## src/rtl/uart_pkg.sv

```systemverilog
// ============================================================================
// Module : uart_pkg
// Brief  : Shared UART constants, FSM state encoding and baud select codes.
// Rev    : 1.0
// ============================================================================
`default_nettype none

package uart_pkg;

  localparam int UART_DATA_W = 8;

  localparam int BAUD_SEL_W = 3;
  localparam logic [BAUD_SEL_W-1:0] BAUD_SEL_1200   = 3'b000;
  localparam logic [BAUD_SEL_W-1:0] BAUD_SEL_2400   = 3'b001;
  localparam logic [BAUD_SEL_W-1:0] BAUD_SEL_4800   = 3'b010;
  localparam logic [BAUD_SEL_W-1:0] BAUD_SEL_9600   = 3'b011;
  localparam logic [BAUD_SEL_W-1:0] BAUD_SEL_19200  = 3'b100;
  localparam logic [BAUD_SEL_W-1:0] BAUD_SEL_38400  = 3'b101;
  localparam logic [BAUD_SEL_W-1:0] BAUD_SEL_57600  = 3'b110;
  localparam logic [BAUD_SEL_W-1:0] BAUD_SEL_115200 = 3'b111;

  localparam int ST_W = 2;
  localparam logic [ST_W-1:0] ST_IDLE      = 2'd0;
  localparam logic [ST_W-1:0] ST_WRITE     = 2'd1;
  localparam logic [ST_W-1:0] ST_WAIT_BUSY = 2'd2;
  localparam logic [ST_W-1:0] ST_WAIT_DONE = 2'd3;

  typedef enum logic [ST_W-1:0] {
    S_IDLE      = ST_IDLE,
    S_WRITE     = ST_WRITE,
    S_WAIT_BUSY = ST_WAIT_BUSY,
    S_WAIT_DONE = ST_WAIT_DONE
  } echo_state_t;

endpackage

`default_nettype wire

```

## src/rtl/uart_echo_responder_if.sv

```systemverilog
// ============================================================================
// Module : uart_echo_responder_if
// Brief  : Receiver-side and transmitter-side signals of the echo responder.
// Rev    : 1.0
// ============================================================================
`default_nettype none

interface uart_echo_responder_if;
  import uart_pkg::*;

  logic [UART_DATA_W-1:0] Rx_DATA;
  logic                   Rx_VALID;
  logic                   Rx_FERROR;
  logic                   Rx_PERROR;
  logic                   Tx_BUSY;
  logic [UART_DATA_W-1:0] Tx_DATA;
  logic                   Tx_WR;

  // master = the UART pair around the responder, slave = the responder
  modport master (
    output Rx_DATA, Rx_VALID, Rx_FERROR, Rx_PERROR, Tx_BUSY,
    input  Tx_DATA, Tx_WR
  );

  modport slave (
    input  Rx_DATA, Rx_VALID, Rx_FERROR, Rx_PERROR, Tx_BUSY,
    output Tx_DATA, Tx_WR
  );

endinterface

`default_nettype wire

```

## src/rtl/uart_echo_responder_fifo.sv

```systemverilog
// ============================================================================
// Module : uart_sync_fifo
// Brief  : Single-clock FIFO with extra-MSB pointers for full/empty detection.
// Rev    : 1.0
// ============================================================================
`default_nettype none

module uart_sync_fifo #(
  parameter int DEPTH = 4,
  parameter int WIDTH = 8
) (
  input  wire logic                     clk,
  input  wire logic                     rst,
  input  wire logic                     i_push,
  input  wire logic [WIDTH-1:0]         i_wdata,
  input  wire logic                     i_pop,
  output logic      [WIDTH-1:0]         o_rdata,
  output logic                          o_full,
  output logic                          o_empty,
  output logic      [$clog2(DEPTH):0]   o_count
);

  localparam int AW = $clog2(DEPTH);

  logic [WIDTH-1:0] r_mem [DEPTH];
  logic [AW:0]      r_wr_ptr;
  logic [AW:0]      r_rd_ptr;
  logic             w_do_push;
  logic             w_do_pop;

  assign o_empty = (r_wr_ptr == r_rd_ptr);
  assign o_full  = (r_wr_ptr[AW] != r_rd_ptr[AW]) &&
                   (r_wr_ptr[AW-1:0] == r_rd_ptr[AW-1:0]);
  assign o_count = r_wr_ptr - r_rd_ptr;
  assign o_rdata = r_mem[r_rd_ptr[AW-1:0]];

  // A pop frees the head slot this cycle, so a full FIFO may still accept
  assign w_do_pop  = i_pop && !o_empty;
  assign w_do_push = i_push && (!o_full || w_do_pop);

  always_ff @(posedge clk or posedge rst) begin
    if (rst) begin
      r_wr_ptr <= '0;
      r_rd_ptr <= '0;
    end else begin
      if (w_do_push) r_wr_ptr <= r_wr_ptr + 1'b1;
      if (w_do_pop)  r_rd_ptr <= r_rd_ptr + 1'b1;
    end
  end

  always_ff @(posedge clk) begin
    if (w_do_push) r_mem[r_wr_ptr[AW-1:0]] <= i_wdata;
  end

endmodule

`default_nettype wire

```

## src/rtl/uart_echo_responder.sv

```systemverilog
// ============================================================================
// Module : uart_echo_responder
// Brief  : Buffers clean received bytes and replays them to the transmitter.
// Rev    : 1.0
// ============================================================================
`default_nettype none

module uart_echo_responder
  import uart_pkg::*;
#(
  parameter int DEPTH = 4,
  parameter int CNT_W = 8
) (
  input  wire logic               clk,
  input  wire logic               reset,
  input  wire logic               En,
  uart_echo_responder_if.slave    bus,
  output logic                    Fifo_FULL,
  output logic                    Fifo_EMPTY,
  output logic      [CNT_W-1:0]   Drop_CNT,
  output logic      [CNT_W-1:0]   Err_CNT
);

  localparam int          AW      = $clog2(DEPTH);
  localparam logic [AW:0] c_depth = (AW+1)'(DEPTH);

  echo_state_t            r_state;
  logic                   r_valid_q;
  logic [UART_DATA_W-1:0] r_tx_data;
  logic                   r_tx_wr;
  logic [CNT_W-1:0]       r_drop_cnt;
  logic [CNT_W-1:0]       r_err_cnt;

  logic [UART_DATA_W-1:0] w_head;
  logic [AW:0]            w_count;
  logic                   w_capture;
  logic                   w_bad;
  logic                   w_pop;
  logic                   w_room;
  logic                   w_push;
  logic                   w_drop;

  // Rising edge of Rx_VALID only, so a held level counts as one byte
  assign w_capture = bus.Rx_VALID && !r_valid_q;
  assign w_bad     = bus.Rx_FERROR || bus.Rx_PERROR;
  assign w_pop     = (r_state == S_IDLE) && En && !Fifo_EMPTY && !bus.Tx_BUSY;
  assign w_room    = (w_count < c_depth) || w_pop;
  assign w_push    = w_capture && !w_bad && w_room;
  assign w_drop    = w_capture && !w_bad && !w_room;

  uart_sync_fifo #(
    .DEPTH (DEPTH),
    .WIDTH (UART_DATA_W)
  ) u_fifo (
    .clk     (clk),
    .rst     (reset),
    .i_push  (w_push),
    .i_wdata (bus.Rx_DATA),
    .i_pop   (w_pop),
    .o_rdata (w_head),
    .o_full  (Fifo_FULL),
    .o_empty (Fifo_EMPTY),
    .o_count (w_count)
  );

  always_ff @(posedge clk or posedge reset) begin
    if (reset) begin
      r_state    <= S_IDLE;
      r_valid_q  <= 1'b0;
      r_tx_data  <= '0;
      r_tx_wr    <= 1'b0;
      r_drop_cnt <= '0;
      r_err_cnt  <= '0;
    end else begin
      r_valid_q <= bus.Rx_VALID;

      if (w_capture && w_bad && !(&r_err_cnt)) r_err_cnt  <= r_err_cnt + 1'b1;
      if (w_drop && !(&r_drop_cnt))            r_drop_cnt <= r_drop_cnt + 1'b1;

      // Strobe is registered off WRITE: it is high for one cycle, two edges after capture
      r_tx_wr <= (r_state == S_WRITE);

      case (r_state)
        S_IDLE: begin
          if (w_pop) begin
            r_tx_data <= w_head;
            r_state   <= S_WRITE;
          end
        end
        S_WRITE:     r_state <= S_WAIT_BUSY;
        S_WAIT_BUSY: if (bus.Tx_BUSY)  r_state <= S_WAIT_DONE;
        S_WAIT_DONE: if (!bus.Tx_BUSY) r_state <= S_IDLE;
        default:     r_state <= S_IDLE;
      endcase
    end
  end

  assign bus.Tx_DATA = r_tx_data;
  assign bus.Tx_WR   = r_tx_wr;
  assign Drop_CNT    = r_drop_cnt;
  assign Err_CNT     = r_err_cnt;

endmodule

`default_nettype wire

```

## src/flat_wrapper.sv

```systemverilog
// flat-port wrapper written by rule: the top's interface ports become plain ports
module uart_echo_responder_flat import uart_pkg::*;
#(
  parameter int DEPTH = 4,
  parameter int CNT_W = 8
)
  (clk, reset, En, Fifo_FULL, Fifo_EMPTY, Drop_CNT, Err_CNT, bus_Rx_DATA, bus_Rx_VALID, bus_Rx_FERROR, bus_Rx_PERROR, bus_Tx_BUSY, bus_Tx_DATA, bus_Tx_WR);
  uart_echo_responder_if bus_i ();
  input  wire logic clk;
  input  wire logic reset;
  input  wire logic En;
  output logic Fifo_FULL;
  output logic Fifo_EMPTY;
  output logic      [CNT_W-1:0] Drop_CNT;
  output logic      [CNT_W-1:0] Err_CNT;
  input wire logic [$bits(bus_i.Rx_DATA)-1:0] bus_Rx_DATA;
  input wire logic [$bits(bus_i.Rx_VALID)-1:0] bus_Rx_VALID;
  input wire logic [$bits(bus_i.Rx_FERROR)-1:0] bus_Rx_FERROR;
  input wire logic [$bits(bus_i.Rx_PERROR)-1:0] bus_Rx_PERROR;
  input wire logic [$bits(bus_i.Tx_BUSY)-1:0] bus_Tx_BUSY;
  output wire logic [$bits(bus_i.Tx_DATA)-1:0] bus_Tx_DATA;
  output wire logic [$bits(bus_i.Tx_WR)-1:0] bus_Tx_WR;
  assign bus_i.Rx_DATA = bus_Rx_DATA;
  assign bus_i.Rx_VALID = bus_Rx_VALID;
  assign bus_i.Rx_FERROR = bus_Rx_FERROR;
  assign bus_i.Rx_PERROR = bus_Rx_PERROR;
  assign bus_i.Tx_BUSY = bus_Tx_BUSY;
  assign bus_Tx_DATA = bus_i.Tx_DATA;
  assign bus_Tx_WR = bus_i.Tx_WR;
  uart_echo_responder #(.DEPTH(DEPTH), .CNT_W(CNT_W)) u_core (.clk(clk), .reset(reset), .En(En), .bus(bus_i), .Fifo_FULL(Fifo_FULL), .Fifo_EMPTY(Fifo_EMPTY), .Drop_CNT(Drop_CNT), .Err_CNT(Err_CNT));
endmodule
```

## config.mk

```make
export PLATFORM = sky130hd
export DESIGN_NAME = uart_echo_responder_flat
export DESIGN_NICKNAME = d
export VERILOG_FILES = /design/src/rtl/uart_pkg.sv /design/src/rtl/uart_echo_responder_if.sv /design/src/rtl/uart_echo_responder_fifo.sv /design/src/rtl/uart_echo_responder.sv /design/src/flat_wrapper.sv
export SDC_FILE = /design/constraint.sdc
export NUM_CORES = 1
export LEC_CHECK = 0
export ABC_AREA = 0
export ABC_CLOCK_PERIOD_IN_PS = 6200
export CORE_MARGIN = 2
export CORE_UTILIZATION = 58
export DETAILED_ROUTE_END_ITERATION = 12
export GPL_ROUTABILITY_DRIVEN = 0
export PLACE_DENSITY = 0.83
export SLEW_MARGIN = 10
export SYNTH_ARGS = -nofsm -noshare
export SYNTH_HDL_FRONTEND = slang
export SYNTH_SLANG_ARGS = --single-unit
```

## constraint.sdc

```tcl
create_clock -name clk -period 6.2 [get_ports clk]
set_input_delay 1.24 -clock clk [delete_from_list [all_inputs] [get_ports clk]]
set_output_delay 1.24 -clock clk [all_outputs]
set_load 0.1 [all_outputs]
```

# Yosys cells after proc, flatten, opt, wreduce, memory -nomap -nowiden
# Memory sizes are Yosys's and may differ from the RTL's. A register that Yosys moved wholly into a read port is not among the register bits.
# Index checks and enable logic that the tools add are counted.
[totals]
ff_bits = 26
mem_bits_rw = 32
inputBits = 15
output_inout_bits = 27
n_memories = 1
[classes]
n_addsub = 5
magnitude_cmp = 1
eq_ne = 9
n_mux = 6
reduce_logical = 29
[mem_list]
columns = ["name", "words", "width", "read_ports", "rd_clocked_by_memory_dff", "write_ports", "line", "rtl"]
rows = [
  ["u_core.u_fifo.r_mem", 4, 8, 1, 1, 1, "uart_echo_responder_fifo.sv:25", "logic [WIDTH-1:0] r_mem [DEPTH];"],
]
[ops]
columns = ["operator", "count"]
rows = [
  ["8-bit by 1-bit adder with 8-bit output, second input constant", 2],
  ["8-bit AND reduction", 2],
  ["1-bit logical AND", 13],
  ["1-bit zero test", 8],
  ["2-bit case mux with 4 select lines", 1],
  ["3-bit by 1-bit adder with 3-bit output, second input constant", 2],
  ["2-bit 2-to-1 mux", 3],
  ["2-bit != test, second input constant", 3],
  ["2-bit equality test, second input constant", 2],
  ["3-bit equality test", 1],
  ["1-bit logical OR", 3],
  ["3-bit less-than comparator, second input constant", 1],
  ["3-bit AND reduction", 1],
  ["3-bit subtractor", 1],
  ["2-bit by 1-bit equality test with 1-bit output, second input constant", 1],
  ["2-bit equality test", 1],
  ["2-bit zero test", 1],
  ["1-bit 2-to-1 mux", 2],
  ["2-bit AND reduction", 1],
  ["1-bit != test", 1],
]

# Logic depth before layout (Yosys ltp)
[depth]
ltp_word = 9
ltp_mapped = 8

# Cells and area by module
# Synthesis repeated with hierarchy kept, for this count alone.
[unflattened]
hier_cells = 218
area_unflattened_um2 = 2984.1
[modules_own_cells]
columns = ["module", "instances", "cells_per_inst", "area_per_inst_um2", "seq_area_each_um2"]
rows = [
  ["uart_sync_fifo", 1, 88, 1612.8, 1111.1],
  ["uart_echo_responder", 1, 130, 1371.3, 700.7],
]

# Worst setup path after synthesis
# Ideal clock, no wire load.
[synth_path]
kind = "reg2out"
start = "reg u_core.u_fifo.r_rd_ptr[1]"
end = "out Fifo_FULL"
t_arrival_ns = 2.393
path_slack_ns = 2.567
path_stages_with_launch = 6
path_buffers = 1
path_cell_list = "dfrtp_1 clkbuf_1 inv_1 ha_1 nand2_1 nor2_1"
[synth_via]
elab_chain_len = 2
[synth_rtl]
columns = ["element", "line", "rtl"]
rows = [
  ["start: declaration", "uart_echo_responder_fifo.sv:27", "logic [AW:0] r_rd_ptr;"],
  ["start signal: assignment", "uart_echo_responder_fifo.sv:47", "if (w_do_pop) r_rd_ptr <= r_rd_ptr + 1'b1;"],
  ["2-bit equality test", "uart_echo_responder_fifo.sv:33", "(r_wr_ptr[AW-1:0] == r_rd_ptr[AW-1:0]);"],
  ["1-bit logical AND", "uart_echo_responder_fifo.sv:32", "assign o_full = (r_wr_ptr[AW] != r_rd_ptr[AW]) &&"],
  ["end: declaration", "flat_wrapper.sv:12", "output logic Fifo_FULL;"],
]
# No other way between the ends.

# Worst setup path after layout
[layout_path]
start = "reg u_core.u_fifo.r_rd_ptr[1]"
end = "out Fifo_EMPTY"
[layout_via]
elab_chain_len = 1
[layout_rtl]
columns = ["element", "line", "rtl"]
rows = [
  ["3-bit equality test", "uart_echo_responder_fifo.sv:31", "assign o_empty = (r_wr_ptr == r_rd_ptr);"],
  ["end: declaration", "flat_wrapper.sv:13", "output logic Fifo_EMPTY;"],
]
# No other way between the ends.

==> flow_metrics.py <==
metrics = {
    "run_status": {
        "outcome": "finished, final reports clean",
    },
    "placed_design": {
        "place_area_um2": 3360,
        "pre_cts_ws_ps": 2540,
        "portBuffers": 41,
        "placedCellCount": 288,
        "hpwl_mm": 3.70,
    },
    "clock_tree": {
        "cts_buffers": 9,
        "clock_sinks": 66,
        "htreeDepth": 3,
        "cts_tree": "built",
        "cts_hold_buf": 0,
        "post_cts_resized": 0,
        "clock_latency_ps": 340,
        "clock-root-buffer": "clkbuf_8",
        "cts_buffer_depth": 2,
        "path_clk_slew_ps": 70,
        "cts_setup_buffers": 0,
    },
    "sta": {
        "finalSetupViolations": 0,
        "post-route-period-util_pct": 65.2,
        "setup_ws_ps": 2160,
        "finalHoldViolations": 0,
        "tightest_slew_ps": 988,
        "clock_skew_ps": 11.6,
        "drv_slew": 0,
        "max_slew_margin_pct": 33.9,
        "max_freq_mhz": 247,
        "tns_ps": 0,
        "rsz0062_at_grt": "no",
        "min_period_ps": 4040,
    },
    "critical_path": {
        "worst_setup_path_end_kind": "output port",
        "crit_path_start_kind": "register",
        "cp_data_arrival_time_ps": 2800,
        "timing.rr.start": "u_core.u_fifo.r_rd_ptr[0]",
        "criticalPathCategory": "reg -> out",
        "worst-r2r-cell-count": 5,
        "crit_required_ps": 4960,
        "crit_fanout": 10,
        "worstSetupStartpoint": "u_core.u_fifo.r_rd_ptr[1]",
    },
    "layout": {
        "diodes": 0,
        "most-common-layout-cells": "41 x clkdlybuf4s50_1, 34 x dfrtp_1, 32 x edfxtp_1",
        "nets": 261,
        "finalNonFillerCells": 304,
        "area_growth_pct": 25.1,
        "seqCellArea_um2": 1810,
        "fillers": 297,
        "mostFrequentLayoutCell": "clkdlybuf4s50_1",
        "post-route-cell-area_um2": 3590,
        "multiInputGateArea_um2": 1020,
        "layout-drive-gt1-share_pct": 16.0,
    },
    "route": {
        "dr.pass1.iters": 4,
        "drt_iter0_drc": 81,
        "ant_nets": 0,
        "wl_mm": 5.14,
        "drc": 0,
        "viasPerCell": 5.45,
        "vias": 1656,
        "wl_per_cell_um": 16.9,
    },
    "grt": {
        "antenna_found_initial": 0,
        "grt_pass1_wl_mm": 8.48,
        "overflow": 0,
        "grt_pass1_vias": 1781,
        "grt_start_max_net_pins": 35,
        "track_usage_pct": 21.7,
    },
    "floorplan": {
        "io-pin-count": 42,
        "row_count": 25,
        "die_y_um": 74.3,
        "start_util_pct": 60.3,
        "core_area_um2": 4750,
        "die_width_um": 74.3,
        "die_area_um2": 5520,
    },
    "synthesis": {
        "syn-cell-area_um2": 2870,
        "yosysSeqAreaShare_pct": 63.2,
        "synth-warning-count": 0,
        "synth-seq-cells": 66,
        "syn-num-nets": 211,
        "avgSynthCellArea_um2": 15.8,
        "synth_cell_types": 35,
        "yosys.area.top_type": "edfxtp_1",
        "syn_inst": 182,
        "synthTopCellsByArea": "edfxtp_1 34%, dfrtp_1 30%, mux4_2 6.3%, ha_1 6.1%, xnor2_1 4.3%",
        "netlist.area_leader.share_pct": 33.5,
    },
    "worst_hold_path": {
        "hp-class": "reg -> reg",
        "worstHoldStart": "u_core.Err_CNT[6]",
        "hold_depth": 1,
    },
    "job": {
        "drv_cap": 0,
    },
}
worst max-delay path, cell delays in order (launching register included):
cell             delay [ps]
dfrtp_1                 630
inv_1                   120
ha_1                    410
and3_1                  190
clkdlybuf4s50_1        1130
layout make-up:
cell class,count,share of cell area [%]
clock inverters,6,2.93
flip-flops and latches,66,50.5
clock buffers,10,3.56
repair buffers,42,11.6
multi-input cells,107,28.4
inverters,6,0.628
well taps,67,2.34
worst paths after layout:
kind / to / slack, ps
setup / recovery: Fifo_EMPTY / 2160
hold / removal: u_core.Err_CNT[6] / 500
setup reg to reg: u_core.u_fifo.r_mem[3][5] / 3490
hold reg to reg: u_core.Err_CNT[6] / 500
max in group asynchronous: u_core.Err_CNT[6] / 4580
min in group asynchronous: u_core.bus.Tx_DATA[4] / 1310
flip-flops by register name, summed over array words and instances (netlist names):
name,flops
u_core.Drop_CNT,8
u_core.Err_CNT,8
u_core.bus.Tx_DATA,8
u_core.bus.Tx_WR,1
u_core.r_state,2
u_core.r_valid_q,1
u_core.u_fifo.r_mem,32
u_core.u_fifo.r_rd_ptr,3
u_core.u_fifo.r_wr_ptr,3
cell usage after synthesis:
library cell and instances:
mux2_2 9, and4_1 4, nor3_1 1, nand4_1 6
nand3b_1 1, nand3_1 2, nor3_4 2, nand3_2 1
mux2_1 2, a221oi_1 1, clkbuf_1 1, nor2b_1 2
and2_1 4, a31o_2 1, xnor2_1 14, mux4_2 8
nand2_1 9, and4b_1 1, ha_1 14, and3_1 5
o21a_1 1, a21oi_1 1, a311oi_2 1, a31oi_2 1
edfxtp_1 32, xnor2_2 1, nor2_1 2, inv_1 6
o31a_1 1, dfrtp_1 34, nand2b_1 3, a211oi_1 1
o21ai_0 5, xor2_1 3, buf_2 2
cell families after synthesis:
kind of cell / after synthesis / synth area share, %
muxes: 19 / 10.6
adders and majority gates: 14 / 6.11
buffers and inverters: 9 / 1.27
xor gates and xnor gates: 18 / 5.76
DFF: 66 / 63.2
and+or+nand+nor: 43 / 9.64
AOI/OAI and AO/OA: 13 / 3.45
routing by layer:
layer	vias up	track usage (%)	wire length, um
met2	31	36.9	2780
met5	-	0	0
met4	0	9.13	92
met3	9	5.96	148
met1	836	26.2	2120
li1	780	-	-
metrics by stage:
| stage | utilization, % | hold WS, ps |
|---|---|---|
| after floorplan | - | 492 |
| after global placement | 70.6 | 479 |
| after detailed placement | 70.6 | 496 |
| after CTS | 75.5 | 510 |
| after global routing | 75.5 | 532 |
| final | 75.5 | 500 |
Power is not shown: default switching activity piles up to over one toggle a cycle in this logic, so the estimate is an artifact.
